===== config.mk =====
export PLATFORM = sky130hd
export DESIGN_NAME = vga_sync_decoder_flat
export DESIGN_NICKNAME = d
export VERILOG_FILES = /design/src/rtl/vga_sync_decoder_if.sv /design/src/rtl/vga_sync_decoder.sv /design/src/flat_wrapper.sv
export SDC_FILE = /design/constraint.sdc
export NUM_CORES = 1
export LEC_CHECK = 0
export ABC_CLOCK_PERIOD_IN_PS = 3100
export CAP_MARGIN = 20
export CORE_AREA = 5 5 96 164
export DETAILED_ROUTE_END_ITERATION = 16
export DIE_AREA = 0 0 101 169
export GPL_TIMING_DRIVEN = 0
export RECOVER_POWER = 100
export SLEW_MARGIN = 0
export SYNTH_ARGS = -nofsm -noshare
export SYNTH_HDL_FRONTEND = slang
export SYNTH_SLANG_ARGS = --single-unit

===== constraint.sdc =====
create_clock -name mclk -period 3.1 [get_ports mclk]
set_input_delay 0.62 -clock mclk [delete_from_list [all_inputs] [get_ports mclk]]
set_output_delay 0.62 -clock mclk [all_outputs]
set_load 0.02 [all_outputs]

===== src/rtl/vga_sync_decoder_if.sv =====
// Sync/pixel bus between a VGA timing source and the receive-side decoder.
// The source side drives the pixel strobe and raw syncs; the decoder side
// returns recovered coordinates, measurements and lock status.
interface vga_sync_decoder_if;
  logic       pix_en;
  logic       hs_in;
  logic       vs_in;
  logic [9:0] px_x;
  logic [9:0] px_y;
  logic       px_valid;
  logic [9:0] line_len;
  logic [9:0] frame_lines;
  logic       locked;
  logic       frame_start;
  logic       sync_err;

  modport master (
    output pix_en, hs_in, vs_in,
    input  px_x, px_y, px_valid, line_len, frame_lines, locked, frame_start, sync_err
  );

  modport slave (
    input  pix_en, hs_in, vs_in,
    output px_x, px_y, px_valid, line_len, frame_lines, locked, frame_start, sync_err
  );
endinterface


===== src/rtl/vga_sync_decoder.sv =====
// Receive-side VGA timing decoder: recovers pixel/line counters from hs/vs,
// measures line length and frame height, tracks lock and reports the active
// window as 0-based pixel coordinates.
module vga_sync_decoder #(
  parameter int HBP = 144,
  parameter int HFP = 784,
  parameter int VBP = 31,
  parameter int VFP = 511
) (
  input logic               mclk,
  input logic               rst_n,
  vga_sync_decoder_if.slave bus
);

  localparam logic [9:0] CNT_MAX = 10'd1023;
  localparam logic [9:0] HBP_C   = 10'(HBP);
  localparam logic [9:0] HFP_C   = 10'(HFP);
  localparam logic [9:0] VBP_C   = 10'(VBP);
  localparam logic [9:0] VFP_C   = 10'(VFP);

  typedef enum logic [1:0] {
    SEARCH  = 2'd0,
    MEASURE = 2'd1,
    VERIFY  = 2'd2,
    LOCKED  = 2'd3
  } state_t;

  logic       hs_meta_r, hs_sync_r, hs_dly_r;
  logic       vs_meta_r, vs_sync_r, vs_dly_r;
  logic [9:0] hcnt_r, vcnt_r;
  logic       vs_pend_r;
  logic [9:0] line_len_r, frame_lines_r;
  logic       frame_start_r;
  state_t     state_r, state_n;
  logic [9:0] ref_len_r, ref_len_n;
  logic [9:0] ref_lines_r, ref_lines_n;
  logic       ref_vld_r, ref_vld_n;
  logic       err_s;
  logic       locked_r, sync_err_r;
  logic       px_valid_r;
  logic [9:0] px_x_r, px_y_r;

  logic       hs_edge_s, vs_edge_s, frame_evt_s, timeout_s, len_bad_s, win_s;
  logic [9:0] len_meas_s, lines_meas_s;

  // Edge events are only meaningful on pixel strobes; a saturated counter
  // reports 1023 rather than wrapping to 0.
  assign hs_edge_s    = bus.pix_en & hs_sync_r & ~hs_dly_r;
  assign vs_edge_s    = bus.pix_en & vs_sync_r & ~vs_dly_r;
  assign frame_evt_s  = hs_edge_s & (vs_pend_r | vs_edge_s);
  assign len_meas_s   = (hcnt_r == CNT_MAX) ? CNT_MAX : (hcnt_r + 10'd1);
  assign lines_meas_s = (vcnt_r == CNT_MAX) ? CNT_MAX : (vcnt_r + 10'd1);
  assign timeout_s    = (hcnt_r == CNT_MAX) | (vcnt_r == CNT_MAX);
  assign len_bad_s    = hs_edge_s & ref_vld_r & (len_meas_s != ref_len_r);
  assign win_s        = (hcnt_r > HBP_C) & (hcnt_r < HFP_C) & (vcnt_r > VBP_C) & (vcnt_r < VFP_C);

  // Two-flop synchronisers on the asynchronous syncs, plus pix_en-qualified delay flops for edge detection.
  always_ff @(posedge mclk or negedge rst_n) begin
    if (!rst_n) begin
      hs_meta_r <= 1'b0; hs_sync_r <= 1'b0; hs_dly_r <= 1'b0;
      vs_meta_r <= 1'b0; vs_sync_r <= 1'b0; vs_dly_r <= 1'b0;
    end else begin
      hs_meta_r <= bus.hs_in;
      hs_sync_r <= hs_meta_r;
      vs_meta_r <= bus.vs_in;
      vs_sync_r <= vs_meta_r;
      if (bus.pix_en) begin
        hs_dly_r <= hs_sync_r;
        vs_dly_r <= vs_sync_r;
      end
    end
  end

  // Pixel/line counters and measurements; a vs edge coinciding with an hs edge makes that line line 0.
  always_ff @(posedge mclk or negedge rst_n) begin
    if (!rst_n) begin
      hcnt_r        <= 10'd0;
      vcnt_r        <= 10'd0;
      vs_pend_r     <= 1'b0;
      line_len_r    <= 10'd0;
      frame_lines_r <= 10'd0;
      frame_start_r <= 1'b0;
    end else begin
      frame_start_r <= frame_evt_s;
      if (bus.pix_en) begin
        if (hs_edge_s) begin
          hcnt_r     <= 10'd0;
          line_len_r <= len_meas_s;
          if (frame_evt_s) begin
            vcnt_r        <= 10'd0;
            frame_lines_r <= lines_meas_s;
            vs_pend_r     <= 1'b0;
          end else if (vcnt_r != CNT_MAX) begin
            vcnt_r <= vcnt_r + 10'd1;
          end
        end else begin
          if (hcnt_r != CNT_MAX) begin
            hcnt_r <= hcnt_r + 10'd1;
          end
          if (vs_edge_s) begin
            vs_pend_r <= 1'b1;
          end
        end
      end
    end
  end

  // Lock FSM state and reference measurements.
  always_ff @(posedge mclk or negedge rst_n) begin
    if (!rst_n) begin
      state_r     <= SEARCH;
      ref_len_r   <= 10'd0;
      ref_lines_r <= 10'd0;
      ref_vld_r   <= 1'b0;
      locked_r    <= 1'b0;
      sync_err_r  <= 1'b0;
    end else begin
      state_r     <= state_n;
      ref_len_r   <= ref_len_n;
      ref_lines_r <= ref_lines_n;
      ref_vld_r   <= ref_vld_n;
      locked_r    <= (state_n == LOCKED);
      sync_err_r  <= err_s;
    end
  end

  // Lock FSM next state: every fall-back to SEARCH from a tracking state flags an error.
  always_comb begin
    state_n     = state_r;
    ref_len_n   = ref_len_r;
    ref_lines_n = ref_lines_r;
    ref_vld_n   = ref_vld_r;
    err_s       = 1'b0;
    if (bus.pix_en) begin
      case (state_r)
        SEARCH: begin
          if (frame_evt_s) begin
            state_n   = MEASURE;
            ref_vld_n = 1'b0;
          end else begin
            state_n = SEARCH;
          end
        end
        MEASURE: begin
          if (timeout_s || len_bad_s) begin
            state_n = SEARCH;
            err_s   = 1'b1;
          end else if (frame_evt_s && ref_vld_r) begin
            ref_lines_n = lines_meas_s;
            state_n     = VERIFY;
          end else if (hs_edge_s && !ref_vld_r) begin
            ref_len_n = len_meas_s;
            ref_vld_n = 1'b1;
          end else begin
            state_n = MEASURE;
          end
        end
        VERIFY: begin
          if (timeout_s || len_bad_s) begin
            state_n = SEARCH;
            err_s   = 1'b1;
          end else if (frame_evt_s) begin
            if (lines_meas_s == ref_lines_r) begin
              state_n = LOCKED;
            end else begin
              state_n = SEARCH;
              err_s   = 1'b1;
            end
          end else begin
            state_n = VERIFY;
          end
        end
        LOCKED: begin
          if (timeout_s || len_bad_s || (frame_evt_s && (lines_meas_s != ref_lines_r))) begin
            state_n = SEARCH;
            err_s   = 1'b1;
          end else begin
            state_n = LOCKED;
          end
        end
        default: begin
          state_n = SEARCH;
        end
      endcase
    end else begin
      state_n = state_r;
    end
  end

  // Active-window coordinates, forced to 0 outside the window or when not locked.
  always_ff @(posedge mclk or negedge rst_n) begin
    if (!rst_n) begin
      px_valid_r <= 1'b0;
      px_x_r     <= 10'd0;
      px_y_r     <= 10'd0;
    end else begin
      px_valid_r <= locked_r & win_s;
      px_x_r     <= (locked_r & win_s) ? (hcnt_r - HBP_C - 10'd1) : 10'd0;
      px_y_r     <= (locked_r & win_s) ? (vcnt_r - VBP_C - 10'd1) : 10'd0;
    end
  end

  assign bus.px_x        = px_x_r;
  assign bus.px_y        = px_y_r;
  assign bus.px_valid    = px_valid_r;
  assign bus.line_len    = line_len_r;
  assign bus.frame_lines = frame_lines_r;
  assign bus.locked      = locked_r;
  assign bus.frame_start = frame_start_r;
  assign bus.sync_err    = sync_err_r;

endmodule

===== src/flat_wrapper.sv =====
// flat-port wrapper written by rule: the top's interface ports become plain ports
module vga_sync_decoder_flat 
#(
  parameter int HBP = 144,
  parameter int HFP = 784,
  parameter int VBP = 31,
  parameter int VFP = 511
)
  (mclk, rst_n, bus_pix_en, bus_hs_in, bus_vs_in, bus_px_x, bus_px_y, bus_px_valid, bus_line_len, bus_frame_lines, bus_locked, bus_frame_start, bus_sync_err);
  vga_sync_decoder_if bus_i ();
  input logic mclk;
  input logic rst_n;
  input wire logic [$bits(bus_i.pix_en)-1:0] bus_pix_en;
  input wire logic [$bits(bus_i.hs_in)-1:0] bus_hs_in;
  input wire logic [$bits(bus_i.vs_in)-1:0] bus_vs_in;
  output wire logic [$bits(bus_i.px_x)-1:0] bus_px_x;
  output wire logic [$bits(bus_i.px_y)-1:0] bus_px_y;
  output wire logic [$bits(bus_i.px_valid)-1:0] bus_px_valid;
  output wire logic [$bits(bus_i.line_len)-1:0] bus_line_len;
  output wire logic [$bits(bus_i.frame_lines)-1:0] bus_frame_lines;
  output wire logic [$bits(bus_i.locked)-1:0] bus_locked;
  output wire logic [$bits(bus_i.frame_start)-1:0] bus_frame_start;
  output wire logic [$bits(bus_i.sync_err)-1:0] bus_sync_err;
  assign bus_i.pix_en = bus_pix_en;
  assign bus_i.hs_in = bus_hs_in;
  assign bus_i.vs_in = bus_vs_in;
  assign bus_px_x = bus_i.px_x;
  assign bus_px_y = bus_i.px_y;
  assign bus_px_valid = bus_i.px_valid;
  assign bus_line_len = bus_i.line_len;
  assign bus_frame_lines = bus_i.frame_lines;
  assign bus_locked = bus_i.locked;
  assign bus_frame_start = bus_i.frame_start;
  assign bus_sync_err = bus_i.sync_err;
  vga_sync_decoder #(.HBP(HBP), .HFP(HFP), .VBP(VBP), .VFP(VFP)) u_core (.mclk(mclk), .rst_n(rst_n), .bus(bus_i));
endmodule

# Word level (Yosys, flattened, before mapping)
# Cells that the tools add are included.
# Widths: inputs -> output; s select.
dict set report op_classes {
  addsub 6
  n_mux 32
  bitwise_logic 17
  n_lt_le_gt_ge 4
  n_eq_ne 16
  reduce_logical 19
}
# operator n
set ops {}
lappend ops {{$mux 10} 8}
lappend ops {{$add 10x1->10 const B} 2}
lappend ops {{$eq 10x10->1 const B} 2}
lappend ops {{$ne 10x10->1} 2}
lappend ops {{$ne 10x10->1 const B} 2}
lappend ops {{$sub 10x1->10 const B} 2}
lappend ops {{$mux 2} 8}
lappend ops {{$mux 1} 13}
lappend ops {{$and 1x1->1} 11}
lappend ops {{$eq 10x10->1} 1}
lappend ops {{$gt 10x5->1 const B} 1}
lappend ops {{$gt 10x8->1 const B} 1}
lappend ops {{$lt 10x10->1 const B} 1}
lappend ops {{$lt 10x9->1 const B} 1}
lappend ops {{$sub 10x5->10 const B} 1}
lappend ops {{$sub 10x8->10 const B} 1}
lappend ops {{$reduce_and 3->1} 3}
lappend ops {{$pmux 2 s4} 1}
lappend ops {{$reduce_bool 2->1} 4}
lappend ops {{$eq 2x2->1 const B} 3}
lappend ops {{$ne 2x2->1 const B} 3}
lappend ops {{$reduce_and 6->1} 1}
lappend ops {{$reduce_and 5->1} 1}
lappend ops {{$ne 2x1->1 const B} 2}
lappend ops {{other kinds (11)} 19}
dict set report totals {
  in_bits 5
  out_inout_bits 44
  register_bits 94
  elab_cells 115
}

# Longest topological paths before layout
dict set report depth {
  word_depth 10
  ltp_mapped 11
  depth_no_buf 9
}

# Worst setup path after synthesis
# Ideal clock, no wire load.
dict set report synth_timing {
  path_type {register to register}
  from {reg u_core.hcnt_r[1]}
  to {reg u_core.ref_lines_r[7]}
  stages_incl_launch_ff 11
  path_buffers 3
  setup_ps 127
  slack_ps 646
  period_less_slack_ps 2454
  t_required_ps 2973
  arrival_time_ps 2327
  cell_sequence {dfrtp_1 -> ha_1 -> buf_2 -> buf_2 -> a31oi_1 -> o21a_1 -> a211oi_1 -> nand3_1 -> nor3_4 -> buf_6 -> mux2_1}
}
dict set report synth_via {
  elab_chain_cells 7
  word_cells_on_any_way 9
  cone_classes {1 x add/sub; 2 x eq/ne; 1 x mux; 3 x bitwise; 2 x reduce/logical}
}
# item line
set synth_rtl {}
lappend synth_rtl {{start: declaration} vga_sync_decoder.sv:30} ;# logic [9:0] hcnt_r, vcnt_r;
lappend synth_rtl {{start signal: assignment} vga_sync_decoder.sv:98} ;# hcnt_r <= hcnt_r + 10'd1;
lappend synth_rtl {{$add 10x1->10 / $eq 10x10->1 (equally long branches)} {vga_sync_decoder.sv:51, vga_sync_decoder.sv:53}}
lappend synth_rtl {{$mux 10} vga_sync_decoder.sv:51} ;# assign len_meas_s = (hcnt_r == CNT_MAX) ? CNT_MAX : (hcnt_r + 10'd1);
lappend synth_rtl {{$ne 10x10->1} vga_sync_decoder.sv:54} ;# assign len_bad_s = hs_edge_s & ref_vld_r & (len_meas_s != ref_len_r);
lappend synth_rtl {{$and 1x1->1} vga_sync_decoder.sv:54}
lappend synth_rtl {{$logic_or 1x1->1 (*)} vga_sync_decoder.sv:145} ;# if (timeout_s || len_bad_s) begin
lappend synth_rtl {{$not 1->1 (no source line) (*)} -}
lappend synth_rtl {{$reduce_and 4->1 (no source line) (*)} -}
lappend synth_rtl {{end signal: assignment} vga_sync_decoder.sv:120} ;# ref_lines_r <= ref_lines_n;
lappend synth_rtl {{end: declaration} vga_sync_decoder.sv:36} ;# logic [9:0] ref_lines_r, ref_lines_n;
# Every way passes the cells marked *; elsewhere a longest branch is shown, timed or not.
# A chain may end at the register's enable or synchronous reset.

# Worst setup path in the final report
dict set report layout_timing {
  from {reg u_core.hcnt_r[0]}
  to {reg u_core.locked_r (netlist: u_core.bus.locked)}
}
dict set report layout_via {
  elab_chain_cells 10
  word_cells_on_any_way 14
  cone_classes {1 x add/sub; 3 x eq/ne; 6 x mux; 2 x bitwise; 2 x reduce/logical}
}
# item line
set layout_rtl {}
lappend layout_rtl {{$add 10x1->10 / $eq 10x10->1 (equally long branches)} {vga_sync_decoder.sv:51, vga_sync_decoder.sv:53}}
lappend layout_rtl {{$mux 10} vga_sync_decoder.sv:51}
lappend layout_rtl {{$ne 10x10->1} vga_sync_decoder.sv:54}
lappend layout_rtl {{$and 1x1->1} vga_sync_decoder.sv:54}
lappend layout_rtl {{$logic_or 1x1->1 (*)} {vga_sync_decoder.sv:145, vga_sync_decoder.sv:159, vga_sync_decoder.sv:174}}
lappend layout_rtl {{$logic_or 1x1->1} vga_sync_decoder.sv:174} ;# if (timeout_s || len_bad_s || (frame_evt_s && (lines_meas_s != ref_lines_r))) begin
lappend layout_rtl {{$mux 2} vga_sync_decoder.sv:174}
lappend layout_rtl {{$pmux 2 s4 (*)} vga_sync_decoder.sv:135} ;# case (state_r)
lappend layout_rtl {{$mux 2 (*)} vga_sync_decoder.sv:134} ;# if (bus.pix_en) begin
lappend layout_rtl {{$eq 2x2->1 (*)} vga_sync_decoder.sv:122} ;# locked_r <= (state_n == LOCKED);
lappend layout_rtl {{end signal: assignment} vga_sync_decoder.sv:122}
lappend layout_rtl {{end: declaration} vga_sync_decoder.sv:39} ;# logic locked_r, sync_err_r;
# Marked as above.

==> impl_metrics.tcl <==
set metrics [dict create \
    dp.cells 772 \
    slew_headroom -0.351 \
    fin_worst_skew_ns 0.0121 \
    max_clock_freq_mhz 329 \
    grt_pass1_wl_um 22200 \
    grt_max_degree 60 \
    switching_share 0.355 \
    tightestPinTransition_ns 2.03 \
    die_area_mm2 0.0171 \
    final.setup.tns_ns 0 \
    cp-end-kind "flop" \
    vdd_ir_drop_max_mv 0.313 \
    drive_gt1_frac 0.104 \
    drt_iter0_markers 227 \
    synth_top_area_cell "dfrtp_1" \
    start_util 0.350 \
    async_reset_ff_frac 1.00 \
    yosysWarnings 0 \
    gp_congestion 0.876 \
    path_max_fanout 10 \
    drt.antenna.violating_nets 0 \
    drv_cap 1 \
    post_cts_buffers 0 \
    yosysTopAreaCellShare 0.470 \
    drcViolationCount 0 \
    vias 4307 \
    intPower_mw 2.51 \
    insertion_delay_ns 0.35 \
    synthCells 543 \
    p_leak_nw 2.72 \
    finalSetupViolations 0 \
    clk_pin_slew_worst_paths_ns 0.07 \
    fin_crit_ns 3.04 \
    dp_slack_ns -0.648 \
    syn-cell-area_mm2 0.00500 \
    cts_hold_buf 0 \
    regArea_mm2 0.00235 \
    rr_startpoint "u_core.hcnt_r[0]" \
    firstDrtPassIters 5 \
    synth.distinct_cells 62 \
    reg2reg_slack_ns 0.06 \
    power.density_mw_per_mm2 642 \
    holdCritPathClass "flop to flop" \
    io_buffer_count 48 \
    cp-endpoint "u_core.bus.locked" \
    synth_ff_type "dfrtp_1" \
    cts_tree "yes" \
    worst_r2r_path_depth 11 \
    overflow 0 \
    violations "max-capacitance violations, max-slew violations" \
    postSynthNetCount 553 \
    numCtsBuffers 9 \
    required_ns 3.32 \
    final_cells 787 \
    die_x_um 101 \
    critPathKind "flop to flop" \
    p_comb_frac 0.313 \
    final_nets 612 \
    htree_num_levels 3 \
    multi_input_area_mm2 0.00243 \
    num_antenna_cells 0 \
    status "finished with violations" \
    syn_to_final_growth_pct 21.0 \
    ys_ff_latch 94 \
    finalPower_mw 3.89 \
    fillers 1412 \
    grt_antenna_before_repair 0 \
    slew_viol_final 36 \
    grt_use_total 0.166 \
    ios 49 \
    p_clk_frac 0.296 \
    setup_ws_ns 0.0577 \
    die_h_um 169 \
    clock-sinks 94 \
    p_sw_mw 1.38 \
    post-dp-hpwl_um 10300 \
    crit_arrival_ns 3.26 \
    first_global_vias 4376 \
    num_rows 58 \
    synthTopCellsByArea "dfrtp_1, nand2_1, o21ai_0, nor2_1, xnor2_1" \
    final_core_util 0.424 \
    via_per_inst 5.47 \
    cts_root_buf "clkbuf_16" \
    wl_per_cell_um 17.4 \
    reg2reg_to "u_core.bus.locked" \
    p_seq_frac 0.391 \
    final_hold_viol_count 0 \
    period_share 0.981 \
    start_kind "flop" \
    wl_um 13700 \
    synth-edff-count 0 \
    rsz0062_at_grt "false" \
    synth-seq-area-share 0.470 \
    clk_path_buf_depth 2 \
    crit_start "u_core.hcnt_r[0]" \
    syn_area_per_cell_um2 9.22 \
    core_mm2 0.0143 \
]
-- cells in the final DEF (no fill, tap or decap), types with 10 or more instances in the layout --
cell type	n
dfrtp_1	93
nand2_1	62
nor2_1	58
o21ai_0	48
dlygate4sd3_1	46
nand3_1	25
a21oi_1	23
xnor2_1	23
clkbuf_1	16
a31oi_1	14
xor2_1	14
inv_1	13
nor3_1	11
buf_2	10
-- critical path, cell delays in order (launching register included) --
cell and delay, ns:
dfrtp_1 0.36, buf_4 0.20, inv_1 0.13, ha_1 0.42, a31oi_4 0.23, xnor2_1 0.14
nor4_2 0.41, nand3_2 0.19, nor3_4 0.24, buf_6 0.21, nor2_2 0.06, a221oi_2 0.31
-- repair_timing --
action | in CTS | in global routing
gates resized for setup | 5 | 6
pin swaps | 0 | 1
cloned | 0 | 0
setup endpoints to repair | 12 | 12
-- cell usage after synthesis, types with 4 or more instances --
| cell | number |
|---|---|
| o211ai_1 | 4 |
| nand2_1 | 63 |
| and2_1 | 11 |
| nor2_1 | 59 |
| dfrtp_1 | 94 |
| nand4b_1 | 4 |
| mux2_2 | 5 |
| inv_1 | 13 |
| a31oi_1 | 14 |
| ha_1 | 5 |
| a21oi_1 | 23 |
| o22ai_1 | 4 |
| nor3_1 | 11 |
| xnor2_1 | 23 |
| buf_2 | 11 |
| nand3_1 | 26 |
| buf_4 | 5 |
| or3_1 | 6 |
| o21ai_0 | 47 |
| xor2_1 | 14 |
| o21a_1 | 5 |
| and3_1 | 9 |
| clkbuf_1 | 16 |
| nand2b_1 | 9 |
| mux2_1 | 6 |
-- stage by stage --
step | instance area (um2) | hold slack [ns]
4_1_cts | 6060 | 0.248
3_5_place_dp | 5740 | 0.336
3_3_place_gp | 5710 | 0.333
5_1_grt | 6060 | 0.366
2_1_floorplan | 5000 | 0.324
6_report | 6060 | 0.348
-- sequential cells by signal (all words and copies together) (netlist names), 2 cells and up --
| signal | cells |
|---|---|
| u_core.ref_len_r | 10 |
| u_core.ref_lines_r | 10 |
| u_core.bus.line_len | 10 |
| u_core.hcnt_r | 10 |
| u_core.bus.px_x | 10 |
| u_core.bus.frame_lines | 10 |
| u_core.state_r | 2 |
| u_core.bus.px_y | 10 |
| u_core.vcnt_r | 10 |
-- cell type report --
| class | instances | share of cell area |
|---|---|---|
| plain buffers | 35 | 0.0314 |
| clock buffers | 10 | 0.0395 |
| clock inverters | 6 | 0.0114 |
| inverters | 14 | 0.00868 |
| multi-input cells | 399 | 0.401 |
| flip-flops and latches | 94 | 0.389 |
| well taps | 180 | 0.0372 |
| repair buffers | 49 | 0.0828 |
-- cell families after synthesis --
| family | count (synthesis) | synth area share |
|---|---|---|
| AND/OR/NAND/NOR | 218 | 0.215 |
| flip-flops | 94 | 0.470 |
| adder cells (fa/ha/maj) | 5 | 0.0125 |
| multiplexers | 13 | 0.0287 |
| buffers and inverters | 50 | 0.0485 |
| AO/OA/AOI/OAI | 126 | 0.161 |
| XOR/XNOR | 37 | 0.0647 |
-- power groups by stage --
stage                     registers [mW]  clock network (mW)  logic (mW)
after floorplan                     1.57                   0       0.771
after global placement              1.54                   0        1.19
after detailed placement            1.54                   0        1.22
after CTS                           1.52                1.18        1.24
after global routing                1.54                1.22        1.32
final                               1.52                1.15        1.22
-- metal layers --
metal	up-vias	routed length, um	part of all wire	GRT usage
li1	2015	-	-	-
met1	2072	5170	0.38	0.182
met2	165	7020	0.51	0.286
met3	55	561	0.041	0.0210
met4	0	918	0.067	0.122
met5	-	0	0	0
-- worst min-delay path by stage --
stage | start | to | slack (ns) | cells after the start
6_report | u_core.hs_meta_r | u_core.hs_sync_r | 0.35 | 0
5_1_grt | u_core.vs_meta_r | u_core.vs_sync_r | 0.37 | 0
4_1_cts | rst_n | u_core.bus.px_x[5] | 0.25 | 1
3_5_place_dp | u_core.hs_meta_r | u_core.hs_sync_r | 0.34 | 0
3_3_place_gp | u_core.vs_meta_r | u_core.vs_sync_r | 0.33 | 0
2_1_floorplan | rst_n | u_core.bus.frame_lines[0] | 0.32 | 0
Power figures use the tool's default switching activity.
